[config.mk]
export PLATFORM = sky130hd
export DESIGN_NAME = sprite_fetch_arbiter
export DESIGN_NICKNAME = d
export VERILOG_FILES = /design/src/rtl/sprite_fetch_arbiter.sv
export SDC_FILE = /design/constraint.sdc
export NUM_CORES = 1
export LEC_CHECK = 0
export BUFFER_PORTS_ARGS = -buffer_cell sky130_fd_sc_hd__buf_2
export CELL_PAD_IN_SITES_DETAIL_PLACEMENT = 2
export CELL_PAD_IN_SITES_GLOBAL_PLACEMENT = 2
export CORE_MARGIN = 2
export CORE_UTILIZATION = 32
export CTS_CLUSTER_DIAMETER = 150
export DETAILED_ROUTE_END_ITERATION = 8
export GPL_TIMING_DRIVEN = 0
export PLACE_DENSITY = 0.92
export SLEW_MARGIN = 20
export SYNTH_ARGS = -nofsm -noshare
export SYNTH_HDL_FRONTEND = slang
export SYNTH_SLANG_ARGS = --single-unit
[constraint.sdc]
create_clock -name Clk -period 8.9 [get_ports Clk]
set_input_delay 1.335 -clock Clk [delete_from_list [all_inputs] [get_ports Clk]]
set_output_delay 1.335 -clock Clk [all_outputs]
set_load 0.03 [all_outputs]
[src/rtl/sprite_fetch_arbiter.sv]
`default_nettype none
// ============================================================================
// Module   : sprite_fetch_arbiter
// Purpose  : Round-robin arbiter that lets several sprite lanes share one
//            block ROM. The winning lane's sprite/row is turned into a ROM
//            address (stage 1), then the ROM row is registered and presented
//            to a ready/valid consumer (stage 2).
// Revision : 1.0 - initial release
// ============================================================================
module sprite_fetch_arbiter #(
  parameter int NUM_LANES   = 5,
  parameter int SPRITE_ROWS = 18,
  parameter int ROM_AW      = 8
) (
  input  logic                   Clk,
  input  logic                   Reset_n,
  input  logic [NUM_LANES-1:0]   req,
  input  logic [2*NUM_LANES-1:0] sel,
  input  logic [5*NUM_LANES-1:0] row,
  output logic [NUM_LANES-1:0]   gnt,
  output logic [ROM_AW-1:0]      rom_addr,
  input  logic [31:0]            rom_data,
  output logic [31:0]            pix_data,
  output logic [2:0]             pix_lane,
  output logic                   pix_valid,
  input  logic                   pix_ready,
  output logic                   oob
);

  localparam int IW = (NUM_LANES > 1) ? $clog2(NUM_LANES) : 1;

  // Round-robin pointer and stage-1 (address issued, ROM data pending) state
  logic [IW-1:0]        last_lane;
  logic                 s1_valid;
  logic [IW-1:0]        s1_lane;
  logic                 s1_oob;

  // Arbitration results for the current cycle
  logic                 advance;
  logic [NUM_LANES-1:0] eligible;
  logic [IW-1:0]        cand;
  logic                 win_found;
  logic [IW-1:0]        win_lane;
  logic [1:0]           win_sel;
  logic [4:0]           win_row;
  logic                 win_oob;
  logic [ROM_AW-1:0]    win_addr;
  logic [NUM_LANES-1:0] win_onehot;

  // The pipeline moves only when the output slot is empty or being accepted;
  // a stalled output freezes stage 1 and suppresses new grants.
  assign advance = !pix_valid || pix_ready;

  // Search lanes starting just after the last winner; a lane whose grant is
  // currently showing is skipped so a held request cannot win back-to-back.
  always_comb begin
    eligible  = req & ~gnt;
    cand      = '0;
    win_found = 1'b0;
    win_lane  = '0;
    for (int i = 1; i <= NUM_LANES; i++) begin
      cand = IW'((int'(last_lane) + i) % NUM_LANES);
      if (!win_found && eligible[cand]) begin
        win_found = 1'b1;
        win_lane  = cand;
      end
    end
  end

  // Pick up the winner's sprite/row and form the ROM address; rows past the
  // end of a sprite are fetched from address 0 and flagged out-of-bounds.
  always_comb begin
    win_sel    = '0;
    win_row    = '0;
    win_onehot = '0;
    for (int k = 0; k < NUM_LANES; k++) begin
      if (win_lane == IW'(k)) begin
        win_sel       = sel[2*k +: 2];
        win_row       = row[5*k +: 5];
        win_onehot[k] = win_found;
      end
    end
    win_oob  = int'(win_row) >= SPRITE_ROWS;
    win_addr = win_oob ? '0 : ROM_AW'(int'(win_sel) * SPRITE_ROWS + int'(win_row));
  end

  // Stage 1: register the grant pulse, ROM address and in-flight lane info.
  always_ff @(posedge Clk or negedge Reset_n) begin
    if (!Reset_n) begin
      gnt       <= '0;
      rom_addr  <= '0;
      s1_valid  <= 1'b0;
      s1_lane   <= '0;
      s1_oob    <= 1'b0;
      last_lane <= IW'(NUM_LANES - 1);
    end else if (advance) begin
      gnt      <= win_onehot;
      s1_valid <= win_found;
      if (win_found) begin
        rom_addr  <= win_addr;
        s1_lane   <= win_lane;
        s1_oob    <= win_oob;
        last_lane <= win_lane;
      end
    end else begin
      gnt <= '0;
    end
  end

  // Stage 2: capture the ROM row into the output register when it can move.
  always_ff @(posedge Clk or negedge Reset_n) begin
    if (!Reset_n) begin
      pix_valid <= 1'b0;
      pix_data  <= '0;
      pix_lane  <= '0;
      oob       <= 1'b0;
    end else if (advance) begin
      pix_valid <= s1_valid;
      oob       <= s1_valid && s1_oob;
      if (s1_valid) begin
        pix_data <= s1_oob ? '0 : rom_data;
        pix_lane <= 3'(s1_lane);
      end
    end
  end

endmodule
`default_nettype wire

==> metrics.txt <==
critical path data required time 9100 ps; Crit Path Class flip-flop to flip-flop; H-tree depth 2; final-stage net count 801; Worst Path Arrival roughly 8600 ps; I/O pin total 125; Synth area leaders dfrtp_1 (28%), ha_1 (7.5%), nand2b_1 (6.0%); syn_area_per_cell ~8.5 um^2; MaxCap Viol Count 0; antenna-violating nets left 0; prevailing post-synth register cell dfrtp_1; Final GP Congestion 0.9225; fmax 0.1197 GHz; number of synthesis warnings 0; DRC Markers 0; Post-synth EDFFs 0; most area-hungry cell type in the Yosys netlist dfrtp_1; vias between 5k and 6k; Distinct cells, synth 91; status finished, final reports clean; final slew viol count 0; CP peak stage delay between 600 and 700 ps; Worst-Margin Slew 874.2 ps; Core Box Area 14640 um^2; Hold Buf Count CTS 0; average wire per standard cell about 23 um; Post-Syn Area 4822 um^2; I/O Buffers 123; sequential share of the synthesized area between 20% and 30%; antenna violations before repair 0; CTS buffer count 5; layout cells sized above 1 approximately a quarter; cell count after synthesis 566; Synth top cells by count nand2_1 (69), o21ai_0 (56), dfrtp_1 (54); Yosys top cell area share 28.02%; Buf/Inv on CP 6; WL final 20340 um; Syn Nets 671; vias in the first global route ~5.8k; Crit. End Element flip-flop; min Tclk post-route 8352 ps; setup TNS 0 ps; first-pass GRT wire length between 30000 and 40000 um; iteration count of the initial detailed-routing pass 4; Rows 44; Die ar. 16070 um^2; Synth Register Bits 55; ys async rst share 100.0%; most used cell, CP ha_1; DRT iter0 DRCs about 210; clock latency on the worst-skew pair roughly 310 ps; CTS tree built; crit path max-delay cell type dfrtp_1; Post-Place Cell Area 5670 um^2; DPL Wire Length 15470 um; Hold Path Class flip-flop to flip-flop; Vias/cell roughly 5.7; Clock transition at path regs 80 ps; Max Clock Skew 6.230 ps; CP top delay family compound AO/OA/AOI/OAI gates; Longest Clk Path Bufs 2; ANT cells 0; GR Util All Layers 25.60%; die span in y between 100 and 150 um; RSZ-0062 raised after global routing false; Max transition margin 41.27%; clock sinks 55; most frequent cell after synthesis nand2_1; final period utilization 93.84%; Root Driver clkbuf_16; critical path peak fanout 15; Final Hold Fails 0; CP Launch Type flip-flop; starting density of the core 32.93%; largest net degree at the start of global routing 56; die width around 130 um; area delta synth->final 21.22%; Final Instance Area 5846 um^2; final setup violation count 0; total congestion overflow 0
==> layout make-up <==
type	count	area, um^2
repair buffers	123	618.1
clock buffers	5	125.1
multi-input cells	460	3241
inverters	21	82.58
flip-flops and latches	55	1378
clock inverters	3	33.78
plain buffers	30	137.6
well taps	184	230.2
fillers	1671	8798
==> kinds of logic after synthesis <==
logic type,after synthesis,synth area share (%)
flip-flops,55,28.57
other,1,0.07777
multiplexers,27,6.305
AO/OA/AOI/OAI,179,26.67
buffers and inverters,51,4.488
adder cells (fa/ha/maj),30,7.940
AND/OR/NAND/NOR,210,23.12
XOR/XNOR,13,2.828
==> worst register-to-register path, stage by stage, from the launching register on <==
cell and delay [ps]:
dfrtp_1 680, buf_2 320, clkbuf_1 440, inv_1 240, buf_1 430, ha_1 500, ha_1 260, nor4b_1 90
or3_4 410, xnor2_2 360, ha_1 230, nand2b_1 140, or3b_1 380, and2_1 170, clkbuf_1 170, a31oi_1 210
a21oi_1 220, or3_4 490, o22ai_2 390, buf_4 320, mux2_2 370, o21ai_0 390, ha_1 320, a21o_1 160
o21ai_0 150, o21bai_1 140, a32o_1 280
==> final timing paths <==
path / startpoint / endpoint / slack (ps) / cells after the start
worst max-delay path: last_lane[0] / rom_addr[6] / 550 / 26
worst min-delay path: pix_data[17] / pix_data[17] / 490 / 2
worst max register to register: last_lane[0] / rom_addr[6] / 550 / 26
worst min register to register: pix_data[17] / pix_data[17] / 490 / 2
max in group asynchronous: Reset_n / gnt[0] / 7330 / 1
min in group asynchronous: Reset_n / pix_data[29] / 1070 / 1
==> flip-flops by register name, indices dropped and copies added (netlist names) <==
register and flops:
last_lane 3, oob 1, gnt 5, s1_lane 1
pix_valid 1, pix_lane 3, rom_addr 7, s1_valid 1
pix_data 32, s1_oob 1
==> stage by stage <==
step	cells	hold slack [ps]	worst slack, ps	utilization [%]
floorplan	566	478.1	2346	-
global placement	873	459.6	1023	38.70
detailed placement	873	478.2	449.3	38.72
CTS	881	499.6	395.9	39.81
global route	881	530.1	37.19	39.92
finish	881	488.7	547.8	39.92
==> layout by cell type (no fill, tap or decap), drive strengths merged, types with 9 or more instances in the layout <==
cell type	synthesis	routed
mux2i	22	22
a21oi	31	31
buf	10	133
nor3	9	9
inv	19	20
o21ai	60	60
dfrtp	54	54
nor2	28	28
nand3	12	12
or3	9	9
nand2	69	69
nand2b	47	47
ha	29	29
clkbuf	20	25
xnor2	10	10
==> metal layers <==
| layer | global-route usage, % | up-vias | wire [um] |
|---|---|---|---|
| met5 | 0 | - | 0 |
| met4 | 13.70 | 0 | 955 |
| met3 | 3.796 | 53 | 769 |
| met2 | 46.68 | 147 | 10620 |
| met1 | 28.77 | 2505 | 8003 |
| li1 | - | 2308 | - |
==> repair_timing <==
| action | CTS | global route |
|---|---|---|
| endpoints found under the setup margin | 0 | 3 |
| gates resized for setup | 0 | 3 |
| buffers inserted | 0 | 0 |
Power is not shown: default switching activity piles up to over one toggle a cycle in this logic, so the estimate is an artifact.
